## src/rtl/sensor_mon_pkg.sv

```systemverilog
// Shared types and helpers for the sensor fault monitor.
package sensor_mon_pkg;

    typedef enum logic [1:0] {
        ST_OK    = 2'd0,
        ST_QUAL  = 2'd1,
        ST_ALARM = 2'd2
    } state_t;

    typedef enum logic [1:0] {
        CL_OK     = 2'd0,
        CL_SINGLE = 2'd1,
        CL_MULTI  = 2'd2
    } class_t;

    // Bits needed to hold values 0..value-1, never less than one.
    function automatic int clog2(input int value);
        int w;
        w = 1;
        while ((1 << w) < value) begin
            w = w + 1;
        end
        return w;
    endfunction

endpackage

```

## src/rtl/zero_classifier.sv

```systemverilog
// Combinational classifier: counts dropped (zero) lines in a sensor vector
// and reports OK / SINGLE / MULTI plus the index of the lowest zero.
module zero_classifier
    import sensor_mon_pkg::*;
#(
    parameter int N     = 5,
    parameter int IDX_W = clog2(N)
) (
    input  logic [N-1:0]     vec,
    output class_t           cls,
    output logic [IDX_W-1:0] idx
);

    localparam int ZW = clog2(N + 1);

    logic [ZW-1:0] zeros_s;

    // Zero count and lowest zero position (scan high to low so the lowest wins).
    always_comb begin
        zeros_s = ZW'(0);
        idx     = IDX_W'(0);
        for (int i = N - 1; i >= 0; i--) begin
            if (!vec[i]) begin
                zeros_s = zeros_s + ZW'(1);
                idx     = IDX_W'(i);
            end else begin
                zeros_s = zeros_s;
            end
        end
    end

    // Map zero count onto the three fault classes.
    always_comb begin
        if (zeros_s == ZW'(0)) begin
            cls = CL_OK;
        end else if (zeros_s == ZW'(1)) begin
            cls = CL_SINGLE;
        end else begin
            cls = CL_MULTI;
        end
    end

endmodule

```

## src/rtl/sensor_fault_monitor.sv

```systemverilog
// Persistence-qualified, latching sensor fault monitor.
// Optional build macro FAULT_COUNT_EN adds the saturating alarm-raise counter fault_cnt.
module sensor_fault_monitor
    import sensor_mon_pkg::*;
#(
    parameter int N_SENSORS = 5,
    parameter int PERSIST   = 4
`ifdef FAULT_COUNT_EN
    ,
    parameter int CNT_W     = 8
`endif
) (
    input  logic                           clk,
    input  logic                           reset,
    input  logic [N_SENSORS-1:0]           sn,
    input  logic                           ack,
    output logic                           out_co,
    output logic                           out_multi,
    output logic [clog2(N_SENSORS)-1:0]    fault_idx,
`ifdef FAULT_COUNT_EN
    output logic [CNT_W-1:0]               fault_cnt,
`endif
    output logic                           busy
);

    localparam int IDX_W = clog2(N_SENSORS);
    localparam int QW    = clog2(PERSIST + 1);

    state_t                 state_q, state_d;
    logic [N_SENSORS-1:0]   snap_q, cand_q, cand_d;
    logic [QW-1:0]          qcnt_q, qcnt_d;
    logic                   out_co_q, out_co_d, out_multi_q, out_multi_d, busy_q, busy_d;
    logic [IDX_W-1:0]       fault_idx_q, fault_idx_d;
    logic                   raise_s;
    class_t                 snap_cls_s, cand_cls_s, raise_cls_s;
    logic [IDX_W-1:0]       snap_idx_s, cand_idx_s, raise_idx_s;

    zero_classifier #(.N(N_SENSORS), .IDX_W(IDX_W)) u_snap_cls (
        .vec (snap_q),
        .cls (snap_cls_s),
        .idx (snap_idx_s)
    );

    zero_classifier #(.N(N_SENSORS), .IDX_W(IDX_W)) u_cand_cls (
        .vec (cand_q),
        .cls (cand_cls_s),
        .idx (cand_idx_s)
    );

    // State, sample and output registers.
    always_ff @(posedge clk) begin
        if (reset) begin
            snap_q      <= {N_SENSORS{1'b1}};
            cand_q      <= {N_SENSORS{1'b1}};
            state_q     <= ST_OK;
            qcnt_q      <= QW'(0);
            out_co_q    <= 1'b0;
            out_multi_q <= 1'b0;
            fault_idx_q <= IDX_W'(0);
            busy_q      <= 1'b0;
        end else begin
            snap_q      <= sn;
            cand_q      <= cand_d;
            state_q     <= state_d;
            qcnt_q      <= qcnt_d;
            out_co_q    <= out_co_d;
            out_multi_q <= out_multi_d;
            fault_idx_q <= fault_idx_d;
            busy_q      <= busy_d;
        end
    end

    // Next-state logic: qualify a stable fault pattern for PERSIST samples.
    always_comb begin
        state_d = state_q;
        cand_d  = cand_q;
        qcnt_d  = qcnt_q;
        raise_s = 1'b0;
        case (state_q)
            ST_OK: begin
                if (snap_cls_s != CL_OK) begin
                    cand_d = snap_q;
                    qcnt_d = QW'(1);
                    if (PERSIST == 1) begin
                        state_d = ST_ALARM;
                        raise_s = 1'b1;
                    end else begin
                        state_d = ST_QUAL;
                    end
                end else begin
                    state_d = ST_OK;
                end
            end
            ST_QUAL: begin
                if (snap_cls_s == CL_OK) begin
                    state_d = ST_OK;
                    qcnt_d  = QW'(0);
                end else if (snap_q != cand_q) begin
                    cand_d = snap_q;
                    qcnt_d = QW'(1);
                end else begin
                    qcnt_d = qcnt_q + QW'(1);
                    if (qcnt_d == QW'(PERSIST)) begin
                        state_d = ST_ALARM;
                        raise_s = 1'b1;
                    end else begin
                        state_d = ST_QUAL;
                    end
                end
            end
            ST_ALARM: begin
                if (ack && (snap_cls_s == CL_OK)) begin
                    state_d = ST_OK;
                    qcnt_d  = QW'(0);
                end else begin
                    state_d = ST_ALARM;
                end
            end
            default: begin
                state_d = ST_OK;
                qcnt_d  = QW'(0);
            end
        endcase
    end

    // Output logic: latch on raise, escalate SINGLE->MULTI, clear on acknowledged recovery.
    always_comb begin
        out_co_d    = out_co_q;
        out_multi_d = out_multi_q;
        fault_idx_d = fault_idx_q;
        busy_d      = (state_d == ST_QUAL);
        // On the qualify path cand equals snap; the direct path only sees snap.
        if (state_q == ST_QUAL) begin
            raise_cls_s = cand_cls_s;
            raise_idx_s = cand_idx_s;
        end else begin
            raise_cls_s = snap_cls_s;
            raise_idx_s = snap_idx_s;
        end
        if (raise_s) begin
            out_co_d    = (raise_cls_s == CL_SINGLE);
            out_multi_d = (raise_cls_s == CL_MULTI);
            fault_idx_d = (raise_cls_s == CL_SINGLE) ? raise_idx_s : IDX_W'(0);
        end else if ((state_q == ST_ALARM) && (state_d == ST_OK)) begin
            out_co_d    = 1'b0;
            out_multi_d = 1'b0;
            fault_idx_d = IDX_W'(0);
        end else if ((state_q == ST_ALARM) && out_co_q && (snap_cls_s == CL_MULTI)) begin
            out_co_d    = 1'b0;
            out_multi_d = 1'b1;
        end else begin
            out_co_d    = out_co_q;
            out_multi_d = out_multi_q;
        end
    end

    assign out_co    = out_co_q;
    assign out_multi = out_multi_q;
    assign fault_idx = fault_idx_q;
    assign busy      = busy_q;

`ifdef FAULT_COUNT_EN
    logic [CNT_W-1:0] fault_cnt_q, fault_cnt_d;

    // Saturating alarm-raise counter; escalation is not a new raise.
    always_comb begin
        if (raise_s && (fault_cnt_q != {CNT_W{1'b1}})) begin
            fault_cnt_d = fault_cnt_q + CNT_W'(1);
        end else begin
            fault_cnt_d = fault_cnt_q;
        end
    end

    // Counter register, cleared only by reset.
    always_ff @(posedge clk) begin
        if (reset) begin
            fault_cnt_q <= CNT_W'(0);
        end else begin
            fault_cnt_q <= fault_cnt_d;
        end
    end

    assign fault_cnt = fault_cnt_q;
`endif

endmodule

```

## config.mk

```make
export PLATFORM = sky130hd
export DESIGN_NAME = sensor_fault_monitor
export DESIGN_NICKNAME = d
export VERILOG_FILES = /design/src/rtl/sensor_mon_pkg.sv /design/src/rtl/zero_classifier.sv /design/src/rtl/sensor_fault_monitor.sv
export SDC_FILE = /design/constraint.sdc
export NUM_CORES = 1
export LEC_CHECK = 0
export ABC_AREA = 1
export ABC_CLOCK_PERIOD_IN_PS = 4860
export CAP_MARGIN = 20
export CORE_ASPECT_RATIO = 1.5
export CORE_MARGIN = 2
export CORE_UTILIZATION = 35
export DETAILED_ROUTE_END_ITERATION = 8
export PLACE_DENSITY = 0.54
export SLEW_MARGIN = 10
export SYNTH_ARGS = -nofsm -noshare
export SYNTH_HDL_FRONTEND = slang
export SYNTH_SLANG_ARGS = --single-unit
```

## constraint.sdc

```tcl
create_clock -name clk -period 4.86 [get_ports clk]
set_input_delay 0.972 -clock clk [delete_from_list [all_inputs] [get_ports clk]]
set_output_delay 0.972 -clock clk [all_outputs]
set_load 0.01 [all_outputs]
```

Word level (Yosys, flattened, before mapping) --
Index checks and enable logic that the tools add are counted.
Cells by class: add/sub/neg operators 9, eq/ne operators 14, multiplexer cells 54, reduce and logical (&&, ||, !) cells 15
Operators with widths (count):
- two-way mux 3 bit | 26
- adder 3 x 1 -> 3 bit (second input constant) | 7
- two-way mux 2 bit | 9
- two-way mux 5 bit | 3
- two-way mux 1 bit | 13
- one-hot mux 5 bit (2 select lines) | 1
- one-hot mux 3 bit (3 select lines) | 1
- inequality test 2 bit (second input constant) | 4
- == test 2 x 1 -> 1 bit (second input constant) | 3
- == test 2 bit (second input constant) | 3
- == test 3 x 1 -> 1 bit (second input constant) | 2
- logical NOT 2 bit | 3
- logical NOT 3 bit | 2
- one-hot mux 2 bit (3 select lines) | 1
- nonzero test 2 bit | 3
- inequality test 5 bit | 1
- adder 1 x 1 -> 2 bit (second input constant) | 2
- logical AND 1 bit | 4
- AND reduction 4 bit | 1
- == test 3 bit (second input constant) | 1
- nonzero test 3 bit | 1
- AND reduction 2 bit | 1
Word-level totals: bits in registers 21, input port bits 8, output and inout port bits 6, word-level logic and storage cells 100

Logic depth before layout (Yosys ltp) --
depth after elaboration 20, mapped depth 23, mapped depth without buffers 23

Cells and area by module --
From an unflattened synthesis, not the netlist that was laid out.
Unflattened totals: cells, all modules 235, area total of the unflattened synthesis 1555.2 µm²
By module, submodules not included:
- sensor_fault_monitor | instances 1, cells each 131, area each 1019.7 µm², sequential area each 420.4 µm²
- zero_classifier | instances 2, cells each 52, area each 267.8 µm², sequential area each 0.0 µm²

Worst setup path after synthesis --
Ideal clock, no wire load.
path type register to register, start register snap_q[3], end register out_co_q (netlist: out_co), library setup time 0.111 ns, arrival 2.435 ns, data required time 4.749 ns, slack 2.315 ns, cell stages (with the launch flop) 24, buffers on the path 0, period minus slack after synthesis 2.545 ns, path through dfxtp_1 -> inv_1 -> ha_1 -> inv_1 -> nand2_2 -> nand2_1 -> ha_1 -> nand2_1 -> nand2_1 -> ha_1 -> inv_1 -> nor2_1 -> nand2_1 -> nand2_1 -> nand2_2 -> nand2_4 -> nor2_8 -> nand2_4 -> nand3_4 -> inv_2 -> nand2_1 -> nand2_1 -> inv_1 -> nor2_2
Between the ends: cells in the longest elaborated chain, start to end 18, elaborated cells between the ends (all ways) 32, those cells by class add/sub: 3; eq/ne: 4; mux: 17; reduce/logical: 8
Ends and longest elaborated chain:
- start: declaration | line sensor_fault_monitor.sv:30 | logic [N_SENSORS-1:0] snap_q, cand_q, cand_d;
- start signal: assignment | line sensor_fault_monitor.sv:53 | snap_q <= {N_SENSORS{1'b1}};
- start signal: assignment | line sensor_fault_monitor.sv:62 | snap_q <= sn;
- two-way mux 3 bit | line zero_classifier.sv:23 | if (!vec[i]) begin
- adder 3 x 1 -> 3 bit | line zero_classifier.sv:24 | zeros_s = zeros_s + ZW'(1);
- two-way mux 3 bit | line zero_classifier.sv:23
- adder 3 x 1 -> 3 bit | line zero_classifier.sv:24
- two-way mux 3 bit | line zero_classifier.sv:23
- adder 3 x 1 -> 3 bit | line zero_classifier.sv:24
- two-way mux 3 bit | line zero_classifier.sv:23
- == test 3 x 1 -> 1 bit | line zero_classifier.sv:36 | end else if (zeros_s == ZW'(1)) begin
- [... 2 more ...]
- logical NOT 2 bit | line sensor_fault_monitor.sv:95, sensor_fault_monitor.sv:112
- logical AND 1 bit | line sensor_fault_monitor.sv:112 | if (ack && (snap_cls_s == CL_OK)) begin
- two-way mux 2 bit | line sensor_fault_monitor.sv:112
- one-hot mux 2 bit (3 select lines) | line sensor_fault_monitor.sv:79 | case (state_q)
- logical NOT 2 bit | line sensor_fault_monitor.sv:144 | end else if ((state_q == ST_ALARM) && (state_d == ST_OK)) begin
- logical AND 1 bit | line sensor_fault_monitor.sv:144
- two-way mux 1 bit | line sensor_fault_monitor.sv:144
- two-way mux 1 bit | line sensor_fault_monitor.sv:140 | if (raise_s) begin
- end signal: assignment | line sensor_fault_monitor.sv:66 | out_co_q <= out_co_d;
- end: declaration | line sensor_fault_monitor.sv:32 | logic out_co_q, out_co_d, out_multi_q, out_multi_d, busy_q, busy_d;
Parallel ways exist; a longest one is shown, timed or not. A chain may end at the register's enable or synchronous reset.

Worst setup path in the final report --
Same ends and word-level chain as after synthesis.

==> flow_summary.toml <==
[hold_path]
holdCritPathClass = "flip-flop to flip-flop"

[cts]
clkSinkCount = 21
cts_buffer_depth = 2
cts-root-buf = "clkbuf_8"
clk_pin_slew_ns = 0.08
post_cts_buffers = 0
cts_resized = 0
cts_tree = "done"
htreeDepth = 1
clk_latency_ns = 0.26
numCtsBuffers = 3
hold_buffers = 0

[critical_path]
critPathMaxFanout = 8
end_kind = "flip-flop"
r2r-start = "snap_q[3]$_SDFF_PP1_"
cp.arrival_ns = 2.95
r2r-end = "out_co$_SDFFE_PP0P_"
crit_path_max_incr_delay_ns = 0.42
reg2reg_depth = 23
worstPathCellList = "inv_1 -> ha_1 -> inv_1 -> nand2_2 -> nand2_1 -> ha_1 -> nand2_1 -> nand2_1 -> ha_1 -> inv_1 -> nor2_1 -> nand2_1 -> nand2_1 -> nand2_2 -> nand2_4 -> nor2_8 -> nand2_4 -> nand3_4 -> inv_2 -> nand2_1 -> nand2_1 -> inv_1 -> nor2_2"
worstPathRequired_ns = 5.02
cp-endpoint = "out_co$_SDFFE_PP0P_"
path_common_cell = "nand2_1"
crit_path_start_kind = "flip-flop"
ff2ff_setup_slack_ns = 2.07
cp_slowest_cell = "dfxtp_1"
startpoint = "snap_q[3]$_SDFF_PP1_"
path_class = "flip-flop to flip-flop"

[synth]
synth_top_family_by_area = "simple AND/OR/NAND/NOR gates"
yosysWarnings = 0
synth_mux_area_frac = 0
synth-simple-area-share = 0.425
synthXorXnorAreaFrac = 0.0321
ys_types = 32
avgSynthCellArea_um2 = 6.91
syn_nets = 257
ys_seq_area_frac = 0.257
yosys_register_bits = 21
synth_adder_area_share = 0.0917
synth-compound-area-share = 0.0872
syn_area_um2 = 1640
syn_inst = 237

[routing]
ant_nets = 0
firstDrtPassIters = 4
met3_length_um = 56
via_count = 1456
drtIter0Drc = 31
met1Wirelength_um = 1530
wl_per_cell_um = 12.1
avgViaCountPerCell = 4.92
drc = 0
routed_wirelength_um = 3590
dr_wl_met2_um = 1940
highest_layer = "met4"

[grt]
overflow = 0
grt_antenna_before_repair = 0
grt_pass1_vias = 1439
grt_pass1_wl_um = 6560
grt_usage = 0.162
grt_max_degree = 15

[timing]
max_slew_margin = 0.646
post-route-period-util = 0.574
maxSlewViolCount = 0
rsz0062_at_grt = "no"
min_period_ns = 2.79
setup_viol = 0
fin_skew_ns = 0.00287
finalHoldViolCount = 0
totalNegativeSetupSlack_ns = 0
tightest_slew_ns = 0.529
fmax_mhz = 358

[pwr]
p_seq_frac = 0.404
peakVddDrop_mv = 0.120
combPwrFrac = 0.372
switching_share = 0.386
pwr_density_cell_nw_per_um2 = 284
p_leak_nw = 0.894
power_mw = 0.516
pwr-share-clk = 0.224
intPower_mw = 0.316
switchingPower_mw = 0.199

[layout]
drive_above_1_share = 0.141
insertedDiodeCount = 0
syn_to_final_growth_pct = 11.0
final_nets = 269

[placement]
place_hpwl_um = 2930
gp_congestion = 0.816
portBuffers = 13

[outcome]
status = "finished clean"

[die]
die_area_um2 = 5250
start_util = 0.363
row_count = 30
die_h_um = 87.8
io_pins = 14
die_x_um = 59.8
core_area_um2 = 4500

[flow_run]
drv_cap = 0
power groups by stage:
stage          Sequential, mW  Combinational, mW  Clock, mW
3_5_place_dp            0.213              0.193          0
3_3_place_gp            0.213              0.194          0
5_1_grt                 0.212              0.226      0.131
6_report                0.208              0.192      0.116
4_1_cts                 0.208              0.194      0.124
2_1_floorplan           0.200              0.167          0
worst min-delay path by stage:
stage,startpoint,endpoint,slack (ns),cells past startpoint
final,qcnt_q[2]$_SDFFE_PP0P_,qcnt_q[2]$_SDFFE_PP0P_,0.48,2
after global routing,qcnt_q[2]$_SDFFE_PP0P_,qcnt_q[2]$_SDFFE_PP0P_,0.49,2
after CTS,qcnt_q[2]$_SDFFE_PP0P_,qcnt_q[2]$_SDFFE_PP0P_,0.49,2
after detailed placement,qcnt_q[2]$_SDFFE_PP0P_,qcnt_q[2]$_SDFFE_PP0P_,0.47,2
after global placement,qcnt_q[2]$_SDFFE_PP0P_,qcnt_q[2]$_SDFFE_PP0P_,0.47,2
after floorplan,qcnt_q[2]$_SDFFE_PP0P_,qcnt_q[2]$_SDFFE_PP0P_,0.45,2
layer usage:
metal	global-route usage	vias up
met5	0	-
met2	0.294	14
met1	0.193	655
met4	0.0505	0
li1	-	783
met3	0.0148	4
registers in the layout, summed over array words and instances (netlist names):
signal / count
cand_q: 5
snap_q: 5
fault_idx: 3
qcnt_q: 3
state_q: 2
busy: 1
out_co: 1
out_multi: 1
cells in the mapped netlist, drive strengths merged:
cell / number / area [µm²]
nand2: 83 / 342
inv: 29 / 119
nand3: 28 / 163
dfxtp: 21 / 420
nor2: 14 / 78.8
ha: 12 / 150
a21oi: 11 / 58.8
or2: 10 / 62.6
buf: 5 / 52.6
o211ai: 5 / 37.5
nand3b: 3 / 22.5
xnor2: 3 / 26.3
xor2: 3 / 26.3
a211oi: 2 / 15.0
nand4: 2 / 27.5
o21ai: 2 / 10.0
o22ai: 2 / 12.5
clkbuf: 1 / 3.75
o32ai: 1 / 8.76
final cells by class:
class                           count  area, µm²
Fill cell                         495       2690
Multi-Input combinational cell    181       1040
Sequential cell                    21        420
Timing Repair Buffer               13        130
Inverter                           29        119
Tap cell                           48       60.1
Clock buffer                        3       41.3
Clock inverter                      1       5.00
metrics by stage:
stage	worst slack (ns)	hold slack [ns]	area [µm²]	util	std cells
4_1_cts	2.06	0.486	1820	0.403	296
3_3_place_gp	2.12	0.469	1770	0.393	292
6_report	2.07	0.480	1820	0.403	296
2_1_floorplan	2.31	0.452	1640	-	237
3_5_place_dp	2.07	0.469	1770	0.393	292
5_1_grt	1.74	0.494	1820	0.403	296
critical path, delay by kind of cell, from the launching register on:
kind | cells | cell delay (ns)
adders and majority gates | 3 | 0.82
buffers and inverters | 5 | 0.36
and+or+nand+nor | 15 | 1.09
DFF | 1 | 0.42
cells in the final DEF, fill, tap and decap left out, types with 2 or more instances in the layout:
| master | count |
|---|---|
| a211oi_1 | 2 |
| a21oi_1 | 10 |
| clkbuf_8 | 3 |
| clkdlybuf4s50_1 | 13 |
| dfxtp_1 | 21 |
| ha_1 | 12 |
| inv_1 | 22 |
| inv_2 | 3 |
| inv_4 | 4 |
| nand2_1 | 75 |
| nand2_2 | 6 |
| nand2_4 | 2 |
| nand3_1 | 25 |
| nand3_2 | 2 |
| nand3b_1 | 3 |
| nor2_1 | 11 |
| o211ai_1 | 5 |
| o21ai_0 | 2 |
| o22ai_1 | 2 |
| or2_1 | 2 |
| or2_2 | 8 |
| xnor2_1 | 3 |
| xor2_1 | 3 |
kinds of logic after synthesis:
kind of cell             count (synthesis)
AND/OR/NAND/NOR                        140
flip-flops                              21
buffers and inverters                   35
XOR/XNOR                                 6
AO/OA/AOI/OAI                           23
adder cells (fa/ha/maj)                 12
Power figures use the tool's default switching activity.
